===== src/rtl/elevator_sched.sv =====
// Single-car LOOK elevator scheduler: latches hall/cab calls, times floor-to-floor
// travel and door dwell, and serves calls in the current sweep direction first.
module elevator_sched #(
    parameter int NUM_FLOORS    = 10,
    parameter int FLOOR_BITS    = $clog2(NUM_FLOORS),
    parameter int TRAVEL_CYCLES = 4,
    parameter int DOOR_CYCLES   = 6
) (
    input  logic                  clk,
    input  logic                  resetN,
    input  logic [NUM_FLOORS-1:0] upreq,
    input  logic [NUM_FLOORS-1:0] downreq,
    input  logic [NUM_FLOORS-1:0] carreq,
    output logic [FLOOR_BITS-1:0] floor,
    output logic                  up,
    output logic                  down,
    output logic                  open,
    output logic                  dir_up,
    output logic [NUM_FLOORS-1:0] up_pend,
    output logic [NUM_FLOORS-1:0] down_pend,
    output logic [NUM_FLOORS-1:0] car_pend,
    output logic                  busy
);

    localparam int TMAX = (TRAVEL_CYCLES > DOOR_CYCLES) ? TRAVEL_CYCLES : DOOR_CYCLES;
    localparam int TW   = (TMAX > 1) ? $clog2(TMAX) : 1;
    localparam logic [TW-1:0] TRAVEL_LOAD = TW'(TRAVEL_CYCLES - 1);
    localparam logic [TW-1:0] DOOR_LOAD   = TW'(DOOR_CYCLES - 1);
    localparam logic [TW-1:0] TIMER_ZERO  = {TW{1'b0}};
    localparam logic [NUM_FLOORS-1:0] UP_MASK  = {1'b0, {(NUM_FLOORS-1){1'b1}}};
    localparam logic [NUM_FLOORS-1:0] DN_MASK  = {{(NUM_FLOORS-1){1'b1}}, 1'b0};
    localparam logic [NUM_FLOORS-1:0] ONE_HOT0 = {{(NUM_FLOORS-1){1'b0}}, 1'b1};

    typedef enum logic [1:0] {
        IDLE = 2'd0,
        MOVE = 2'd1,
        DOOR = 2'd2
    } state_t;

    function automatic logic any_above(input logic [NUM_FLOORS-1:0] v,
                                       input logic [FLOOR_BITS-1:0] f);
        logic r;
        r = 1'b0;
        for (int i = 0; i < NUM_FLOORS; i++) begin
            if (i > int'(f)) begin
                r = r | v[i];
            end else begin
                r = r;
            end
        end
        return r;
    endfunction

    function automatic logic any_below(input logic [NUM_FLOORS-1:0] v,
                                       input logic [FLOOR_BITS-1:0] f);
        logic r;
        r = 1'b0;
        for (int i = 0; i < NUM_FLOORS; i++) begin
            if (i < int'(f)) begin
                r = r | v[i];
            end else begin
                r = r;
            end
        end
        return r;
    endfunction

    state_t                  state_q;
    logic [FLOOR_BITS-1:0]   floor_q;
    logic                    dir_up_q;
    logic [TW-1:0]           timer_q;
    logic [NUM_FLOORS-1:0]   up_pend_q, down_pend_q, car_pend_q;
    logic [NUM_FLOORS-1:0]   up_pend_d, down_pend_d, car_pend_d;
    logic                    clr_up_q, clr_dn_q;
    logic                    up_q, down_q, open_q, busy_q;

    logic [NUM_FLOORS-1:0]   all_pend_s, clr_vec_s;
    logic [FLOOR_BITS-1:0]   nf_s, df_s;
    logic                    above_s, below_s, go_up_s;
    logic                    beyond_s, opposite_s, ent_up_s, ent_dn_s, entry_dir_s;
    logic                    serve_s, stop_s, door_entry_s;
    logic                    clr_en_s, clr_up_s, clr_dn_s;

    // Request bookkeeping and the stop/serve decisions taken at the next edge.
    always_comb begin
        all_pend_s = up_pend_q | down_pend_q | car_pend_q;
        above_s    = any_above(all_pend_s, floor_q);
        below_s    = any_below(all_pend_s, floor_q);
        go_up_s    = above_s & (dir_up_q | ~below_s);
        if (dir_up_q) begin
            nf_s = floor_q + FLOOR_BITS'(1);
        end else begin
            nf_s = floor_q - FLOOR_BITS'(1);
        end
        // df_s is the floor at which a door would open on this edge
        if (state_q == MOVE) begin
            df_s = nf_s;
        end else begin
            df_s = floor_q;
        end
        if (dir_up_q) begin
            beyond_s   = any_above(all_pend_s, df_s);
            opposite_s = any_below(all_pend_s, df_s);
        end else begin
            beyond_s   = any_below(all_pend_s, df_s);
            opposite_s = any_above(all_pend_s, df_s);
        end
        ent_up_s    = dir_up_q | ~beyond_s;
        ent_dn_s    = ~dir_up_q | ~beyond_s;
        entry_dir_s = dir_up_q ^ (~beyond_s & opposite_s);
        // Only open the door for a call the stop would actually clear, otherwise an
        // opposite-direction hall call left at this floor would reopen it forever.
        serve_s = car_pend_q[floor_q] | (ent_up_s & up_pend_q[floor_q])
                | (ent_dn_s & down_pend_q[floor_q]);
        stop_s  = car_pend_q[nf_s] | (dir_up_q & up_pend_q[nf_s])
                | (~dir_up_q & down_pend_q[nf_s]) | ~beyond_s;
        case (state_q)
            IDLE:    door_entry_s = serve_s;
            MOVE:    door_entry_s = (timer_q == TIMER_ZERO) & stop_s;
            default: door_entry_s = 1'b0;
        endcase
        if (door_entry_s) begin
            clr_en_s = 1'b1;
            clr_up_s = ent_up_s;
            clr_dn_s = ent_dn_s;
        end else if (state_q == DOOR) begin
            clr_en_s = 1'b1;
            clr_up_s = clr_up_q;
            clr_dn_s = clr_dn_q;
        end else begin
            clr_en_s = 1'b0;
            clr_up_s = 1'b0;
            clr_dn_s = 1'b0;
        end
        clr_vec_s   = ONE_HOT0 << df_s;
        car_pend_d  = (car_pend_q | carreq) & ~(clr_vec_s & {NUM_FLOORS{clr_en_s}});
        up_pend_d   = (up_pend_q | (upreq & UP_MASK)) & ~(clr_vec_s & {NUM_FLOORS{clr_up_s}});
        down_pend_d = (down_pend_q | (downreq & DN_MASK)) & ~(clr_vec_s & {NUM_FLOORS{clr_dn_s}});
    end

    // Scheduler FSM with registered motion/door strobes.
    always_ff @(posedge clk) begin
        if (resetN) begin
            state_q     <= IDLE;
            floor_q     <= {FLOOR_BITS{1'b0}};
            dir_up_q    <= 1'b1;
            timer_q     <= TIMER_ZERO;
            up_pend_q   <= {NUM_FLOORS{1'b0}};
            down_pend_q <= {NUM_FLOORS{1'b0}};
            car_pend_q  <= {NUM_FLOORS{1'b0}};
            clr_up_q    <= 1'b0;
            clr_dn_q    <= 1'b0;
            up_q        <= 1'b0;
            down_q      <= 1'b0;
            open_q      <= 1'b0;
            busy_q      <= 1'b0;
        end else begin
            up_pend_q   <= up_pend_d;
            down_pend_q <= down_pend_d;
            car_pend_q  <= car_pend_d;
            case (state_q)
                IDLE: begin
                    if (serve_s) begin
                        state_q  <= DOOR;
                        timer_q  <= DOOR_LOAD;
                        dir_up_q <= entry_dir_s;
                        clr_up_q <= ent_up_s;
                        clr_dn_q <= ent_dn_s;
                        open_q   <= 1'b1;
                        busy_q   <= 1'b1;
                    end else if (go_up_s) begin
                        state_q  <= MOVE;
                        timer_q  <= TRAVEL_LOAD;
                        dir_up_q <= 1'b1;
                        up_q     <= 1'b1;
                        busy_q   <= 1'b1;
                    end else if (below_s) begin
                        state_q  <= MOVE;
                        timer_q  <= TRAVEL_LOAD;
                        dir_up_q <= 1'b0;
                        down_q   <= 1'b1;
                        busy_q   <= 1'b1;
                    end else begin
                        state_q  <= IDLE;
                    end
                end
                MOVE: begin
                    if (timer_q == TIMER_ZERO) begin
                        floor_q <= nf_s;
                        if (stop_s) begin
                            state_q  <= DOOR;
                            timer_q  <= DOOR_LOAD;
                            dir_up_q <= entry_dir_s;
                            clr_up_q <= ent_up_s;
                            clr_dn_q <= ent_dn_s;
                            up_q     <= 1'b0;
                            down_q   <= 1'b0;
                            open_q   <= 1'b1;
                        end else begin
                            timer_q  <= TRAVEL_LOAD;
                        end
                    end else begin
                        timer_q <= timer_q - TW'(1);
                    end
                end
                DOOR: begin
                    if (timer_q == TIMER_ZERO) begin
                        state_q <= IDLE;
                        open_q  <= 1'b0;
                        busy_q  <= 1'b0;
                    end else begin
                        timer_q <= timer_q - TW'(1);
                    end
                end
                default: begin
                    state_q <= IDLE;
                    timer_q <= TIMER_ZERO;
                    up_q    <= 1'b0;
                    down_q  <= 1'b0;
                    open_q  <= 1'b0;
                    busy_q  <= 1'b0;
                end
            endcase
        end
    end

    assign floor     = floor_q;
    assign up        = up_q;
    assign down      = down_q;
    assign open      = open_q;
    assign dir_up    = dir_up_q;
    assign busy      = busy_q;
    assign up_pend   = up_pend_q;
    assign down_pend = down_pend_q;
    assign car_pend  = car_pend_q;

endmodule


===== config.mk =====
export PLATFORM = sky130hd
export DESIGN_NAME = elevator_sched
export DESIGN_NICKNAME = d
export VERILOG_FILES = /design/src/rtl/elevator_sched.sv
export SDC_FILE = /design/constraint.sdc
export NUM_CORES = 1
export LEC_CHECK = 0
export BUFFER_PORTS_ARGS = -buffer_cell sky130_fd_sc_hd__buf_2
export CAP_MARGIN = 5
export CORE_MARGIN = 2
export CORE_UTILIZATION = 56
export DETAILED_ROUTE_END_ITERATION = 10
export PLACE_DENSITY = 0.81
export SETUP_SLACK_MARGIN = 0.05
export SLEW_MARGIN = 0
export SYNTH_ARGS = -nofsm -noshare
export SYNTH_HDL_FRONTEND = slang
export SYNTH_SLANG_ARGS = --single-unit

===== constraint.sdc =====
create_clock -name clk -period 5.5 [get_ports clk]
set_input_delay 0.825 -clock clk [delete_from_list [all_inputs] [get_ports clk]]
set_output_delay 0.825 -clock clk [all_outputs]
set_load 0.01 [all_outputs]

== After elaboration in Yosys (flattened, before gate mapping) ==
Index checks and enable logic that the tools add are counted.
W data, S select, Z words.

* Shifts and indexed selects: 1
* Multiplexer cells: 160
* Eq/ne operators: 12
* Order comparisons: 40
* Add/subtract/negate cells: 3
* Bitwise operators: 88
* Reductions and logical operators: 12

{| class="wikitable"
|+ Operator list
! operator !! number
|-
| $mux W1 || 132
|-
| $or A1 B1 Y1 || 61
|-
| $and A10 B10 Y10 || 6
|-
| $or A10 B10 Y10 || 4
|-
| $gt A3 B4 Y1 const A || 8
|-
| $lt A3 B4 Y1 const A || 8
|-
| $not A10 Y10 || 3
|-
| $bmux W1 S4 || 6
|-
| $mux W3 || 6
|-
| $gt A2 B4 Y1 const A || 4
|-
| $gt A4 B4 Y1 const A || 4
|-
| $lt A1 B4 Y1 const A || 4
|-
| $lt A2 B4 Y1 const A || 4
|-
| $lt A4 B4 Y1 const A || 4
|-
| $ne A2 B2 Y1 const B || 8
|-
| $pmux W1 S3 || 4
|-
| $reduce_and A4 Y1 || 3
|-
| $lt A4 B5 Y1 const B || 2
|-
| $or A10 B9 Y10 || 1
|-
| $shl A1 B4 Y10 const A || 1
|-
| $pmux W3 S3 || 1
|-
| $gt A1 B4 Y1 const A || 2
|-
| $mux W2 || 4
|-
| $mux W4 || 2
|-
| 19 further kinds || 34
|}

* Bits in registers: 46
* Word-level logic and storage cells: 329
* Bits of input ports: 32

== Logic depth before layout (Yosys ltp) ==
* Depth after elaboration: 43
* Gate-level depth with buffers: 15
* Gate-level depth less buffers: 12

== Least setup slack after synthesis ==
Ideal clock, no wire load.

* Path kind: reg-to-reg
* Start: register floor_q[1], in the netlist floor[1]
* End: register dir_up_q, in the netlist dir_up
* Slack: 1.405 ns
* Data arrival time: 3.970 ns
* Library setup time: 0.125 ns
* Data required time: 5.375 ns
* Cell stages (with the launch flop): 15
* Clock period less this slack: 4.095 ns
* Path buffers: 2
* Cells stage by stage: dfxtp_1 > clkbuf_1 > inv_1 > ha_1 > clkbuf_1 > nand2b_1 > o221ai_2 > a32oi_1 > a211oi_1 > o211ai_1 > a2111oi_1 > o22ai_4 > nand2_1 > mux2_2 > o41a_1

* Cells in the longest elaborated chain, start to end: 40
* Elaborated cells on any way between the ends: 222
* Those cells by class: add/sub: 2; order compare: 38; eq/ne: 2; mux: 111; bitwise: 68; reduce/logical: 1

{| class="wikitable"
|+ RTL lines
! item !! RTL line !! source
|-
| start, declared || 69 || <nowiki>logic [FLOOR_BITS-1:0] floor_q;</nowiki>
|-
| start signal, assigned || 145 || <nowiki>floor_q <= {FLOOR_BITS{1'b0}};</nowiki>
|-
| start signal, assigned || 189 || <nowiki>floor_q <= nf_s;</nowiki>
|-
| $sub A4 B1 Y4 / $add A4 B1 Y4 (equally long branches) || 93, 91 ||
|-
| $mux W4 || 90 || <nowiki>if (dir_up_q) begin</nowiki>
|-
| $mux W4 || 96 || <nowiki>if (state_q == MOVE) begin</nowiki>
|-
| $lt A1 B4 Y1 || 59 || <nowiki>if (i < int'(f)) begin</nowiki>
|-
| $mux W1 || 59 ||
|-
| $mux W1 || 101 || <nowiki>if (dir_up_q) begin</nowiki>
|-
| $or A1 B1 Y1 || 60 || <nowiki>r = r | v[i];</nowiki>
|-
| $mux W1 || 59 ||
|-
| (+24 left out) || - ||
|-
| $mux W1 || 101 ||
|-
| $not A1 Y1 || - ||
|-
| $or A1 B1 Y1 || 108 || <nowiki>ent_up_s = dir_up_q | ~beyond_s;</nowiki>
|-
| $and A1 B1 Y1 || 113 || <nowiki>serve_s = car_pend_q[floor_q] | (ent_up_s & up_pend_q[floor_q])</nowiki>
|-
| $or A1 B1 Y1 || 113 ||
|-
| $or A1 B1 Y1 || 114 || <nowiki>| (ent_dn_s & down_pend_q[floor_q]);</nowiki>
|-
| $ne A4 B4 Y1 (no source line) / $mux W1 (equally long branches) || - ||
|-
| $reduce_and A4 Y1 (no source line) / $pmux W1 S2 (equally long branches) || - ||
|-
| end signal, assigned || 166 || <nowiki>dir_up_q <= entry_dir_s;</nowiki>
|-
| end signal, assigned || 193 || <nowiki>dir_up_q <= entry_dir_s;</nowiki>
|-
| end, declared || 70 || <nowiki>logic dir_up_q;</nowiki>
|}

Several ways; a longest one is shown, not always the timed one. The select of a mux whose other input is x is not followed.
A chain may end at the register's enable or synchronous reset.

== Worst setup path after layout ==
* Start: register floor_q[0], in the netlist floor[0]
* End: register down_pend_q[3], in the netlist down_pend[3]

* Cells in the longest elaborated chain, start to end: 43
* Elaborated cells on any way between the ends: 108
* Those cells by class: add/sub: 2; order compare: 19; shift: 1; mux: 53; bitwise: 33

{| class="wikitable"
|+ RTL lines
! item !! RTL line !! source
|-
| $sub A4 B1 Y4 / $add A4 B1 Y4 (equally long branches) || 93, 91 ||
|-
| $mux W4 || 90 ||
|-
| $mux W4 || 96 ||
|-
| $lt A1 B4 Y1 || 59 ||
|-
| $mux W1 || 59 ||
|-
| $mux W1 || 101 ||
|-
| $or A1 B1 Y1 || 60 ||
|-
| $mux W1 || 59 ||
|-
| (+27 left out) || - ||
|-
| $and A1 B1 Y1 || 113 ||
|-
| $or A1 B1 Y1 || 113 ||
|-
| $or A1 B1 Y1 || 114 ||
|-
| $pmux W1 S2 || 117 || <nowiki>case (state_q)</nowiki>
|-
| $mux W1 || 122 || <nowiki>if (door_entry_s) begin</nowiki>
|-
| $and A10 B10 Y10 * || 138 || <nowiki>down_pend_d = (down_pend_q | (downreq & DN_MASK)) & ~(clr_vec_s & {NUM_FLOORS{clr_dn_s}});</nowiki>
|-
| $not A10 Y10 * || 138 ||
|-
| $and A10 B10 Y10 * || 138 ||
|-
| end signal, assigned || 149 || <nowiki>down_pend_q <= {NUM_FLOORS{1'b0}};</nowiki>
|-
| end signal, assigned || 159 || <nowiki>down_pend_q <= down_pend_d;</nowiki>
|-
| end, declared || 72 || <nowiki>logic [NUM_FLOORS-1:0] up_pend_q, down_pend_q, car_pend_q;</nowiki>
|}

Every way passes the cells marked *; elsewhere a longest branch is shown, timed or not. The select of a mux whose other input is x is not followed.

==> impl_metrics.py <==
metrics = {
    "setup_path": {
        "cp.arrival_ns": 4.77,
        "slowest_delay_ns": 0.64,
        "cp_top_family": "compound AO/OA/AOI/OAI gates",
        "timing.rr.start": "floor[0]",
        "slowest_stage": "a2111oi_1",
        "cp_num_buf_inv": 1,
        "r2r_cells": 12,
        "worstSetupStartpointType": "register",
        "critPathKind": "register to register",
        "crit_fanout": 10,
        "required_ns": 5.66,
        "end_kind": "register",
        "crit_chain": "clkinv_1 > ha_1 > nand2b_1 > o221ai_2 > a32oi_1 > a211oi_1 > o211ai_1 > a2111oi_1 > o22ai_4 > a211oi_4 > a22o_1 > a211oi_2",
        "r2r_slack_ns": 0.89,
        "reg2reg_to": "down_pend[3]",
    },
    "cts": {
        "cts_resized": 0,
        "cts_tree": "yes",
        "postCtsSetupRepairBufs": 0,
        "clock_latency_ns": 0.31,
        "cts_hold_buf": 0,
        "clk_path_buf_depth": 2,
        "htree_levels": 2,
        "root_buffer": "clkbuf_8",
        "cts_buffers": 5,
        "path_clk_slew_ns": 0.09,
        "cts_sinks": 46,
    },
    "worst_hold_path": {
        "hold_class": "register to register",
        "hp-start": "open",
        "hold_path_end": "open",
        "hold_depth": 2,
    },
    "die": {
        "rows": 28,
        "core-area_sq_mm": 0.005886,
        "ioPinCount": 71,
        "dieArea_sq_mm": 0.006719,
        "die_w_um": 81.97,
        "die_y_um": 81.97,
        "start_util_pct": 57.84,
    },
    "synth": {
        "synth.avg_cell_area_sq_um": 8.386,
        "synthTopCellsByArea": "dfxtp_1, nor2_1, mux4_2",
        "synth_async_sr_flop_share_pct": 0,
        "ys_types": 75,
        "synth_nets": 444,
        "yosysWarnings": 0,
        "syn-cell-area_sq_mm": 0.003405,
        "synth_top_area_share_pct": 27.05,
        "synth_seq_cells": 46,
        "ys.flop_type": "dfxtp_1",
        "synth_area_leader_cell": "dfxtp_1",
        "ys_seq_area_share_pct": 27.05,
        "synthCells": 406,
        "synth_enable_flop_cells": 0,
    },
    "cells_and_area": {
        "nets": 505,
        "areaGrowthSynthToFinish_pct": 14.04,
        "drive_above_1_share_pct": 26.71,
        "final_common_cell": "nor2_1",
        "multi_input_area_sq_mm": 0.002316,
        "nFillCells": 524,
        "diodes": 0,
        "layout_common_cells": "nor2_1, buf_2, dfxtp_1",
        "seq_area_sq_um": 920.9,
    },
    "sta": {
        "setup_tns_ns": 0,
        "fin_hold_ws_ns": 0.4691,
        "fin_crit_ns": 4.612,
        "hold_viol": 0,
        "finalClockSkew_ns": 0.01135,
        "maxSlewHeadroom_pct": 37.38,
        "finalSetupViolCount": 0,
        "worst_pin_slew_ns": 0.9393,
        "fmaxAchievable_mhz": 216.8,
        "slew_violations": 0,
        "period_share_pct": 83.85,
        "rsz0062_at_grt": "no",
    },
    "power_and_ir_drop": {
        "p_int_w": 0.0007806,
        "power_leakage_nw": 1.521,
        "power_density_mw_per_mm2": 370.7,
        "swShare_pct": 45.76,
        "switching_power_w": 0.0006587,
        "ir_worst_vdd_v": 0.0003502,
        "seqPwrFrac_pct": 31.7,
        "combPwrFrac_pct": 53.3,
        "p_clk_share_pct": 15.0,
    },
    "placement": {
        "gp_congestion": 0.9286,
        "port_buffers": 68,
        "hpwl_mm": 7.828,
    },
    "run": {
        "cap_viol_max_count": 0,
    },
    "grt": {
        "grt_overflow_total": 0,
        "grt_max_degree": 49,
        "grt_antenna_before_repair": 0,
        "grt_pass1_vias": 3239,
        "track_usage_pct": 32.23,
        "grt_first_pass_wirelength_mm": 16.56,
    },
    "routing": {
        "route.detailed.drc": 0,
        "via_per_inst": 6.569,
        "first_pass_iters": 5,
        "finalWirelength_mm": 10.48,
        "drt_iter0_drc": 204,
        "wire_per_inst_um": 19.31,
        "ant_nets": 0,
        "num_vias": 3567,
    },
    "outcome": {
        "outcome": "finished clean",
    },
}
-- worst min-delay path: stages, from the launching register on --
cell and delay, ns:
dfxtp_1 0.33, a21oi_1 0.04, nor2_1 0.07
-- worst max path at each step --
stage                         from            to  slack [ns]  cells past startpoint
after floorplan           floor[1]        dir_up        1.41                     14
after global placement    floor[0]  down_pend[4]        0.99                     13
after detailed placement  floor[0]  down_pend[3]        0.98                     12
after CTS                 floor[0]  down_pend[3]        0.96                     12
after global routing      floor[0]  down_pend[3]        0.60                     13
final                     floor[0]  down_pend[3]        0.89                     12
-- logic make-up (layout without fill, tap and decap cells) --
logic type	Yosys count	count (layout)	share of synthesized area, %
AND/OR/NAND/NOR	163	163	23.34
AO/OA/AOI/OAI	121	121	28.26
flip-flops	46	46	27.05
buffers and inverters	36	98	4.924
multiplexers	23	23	11.36
XOR/XNOR	10	10	2.573
adder cells (fa/ha/maj)	7	7	2.499
-- layout make-up --
cell class | instances | area share [%]
clock buffers | 5 | 1.772
clock inverters | 3 | 0.4834
inverters | 11 | 1.063
multi-input cells | 324 | 59.65
flip-flops and latches | 46 | 23.72
well taps | 75 | 2.417
repair buffers | 79 | 10.89
-- power by group through the flow --
stage | Sequential [W] | Clock [W] | Combinational (W)
floorplan | 0.000462 | 0 | 0.000559
global placement | 0.000459 | 0 | 0.000741
detailed placement | 0.000461 | 0 | 0.000753
CTS | 0.000454 | 0.000216 | 0.000757
global route | 0.000464 | 0.000227 | 0.000838
finish | 0.000456 | 0.000216 | 0.000768
-- metal layers --
metal,wire (um),GRT usage [%],vias to the layer above
met2,4693,49.76,182
met5,0,0,-
met1,4654,44.87,1705
met4,304,12.33,0
met3,831,5.604,26
li1,-,-,1654
-- cell usage after synthesis, types with 3 or more instances --
cell	instances
dfxtp_1	46
o21ai_0	18
a211oi_2	9
a22o_1	3
nand2_1	24
inv_1	9
buf_2	8
buf_1	3
or3_1	8
nand2b_1	7
nor3_1	21
and2_1	3
o22ai_1	4
mux4_2	12
mux2i_1	8
xnor2_1	8
nand3_1	5
nor2_1	72
o32ai_1	3
clkbuf_1	10
a211oi_1	25
ha_1	6
nand4_1	4
a32oi_1	3
a21oi_1	17
-- registers in the layout, summed over array words and instances (netlist names) --
signal	flops
car_pend	10
down_pend	10
up_pend	10
floor	4
timer_q	3
state_q	2
busy	1
clr_dn_q	1
clr_up_q	1
dir_up	1
down	1
open	1
up	1
-- metrics by stage --
step / total power [W] / cell area, sq um / util [%] / instances / setup WS (ns)
2_1_floorplan: 0.001022 / 3405 / - / 406 / 1.405
3_3_place_gp: 0.001200 / 3795 / 64.48 / 535 / 0.9887
3_5_place_dp: 0.001214 / 3795 / 64.48 / 535 / 0.9752
4_1_cts: 0.001426 / 3882 / 65.97 / 543 / 0.9632
5_1_grt: 0.001529 / 3882 / 65.97 / 543 / 0.5992
6_report: 0.001439 / 3882 / 65.97 / 543 / 0.8884
No activity file was read; power rests on OpenSTA's default activity.
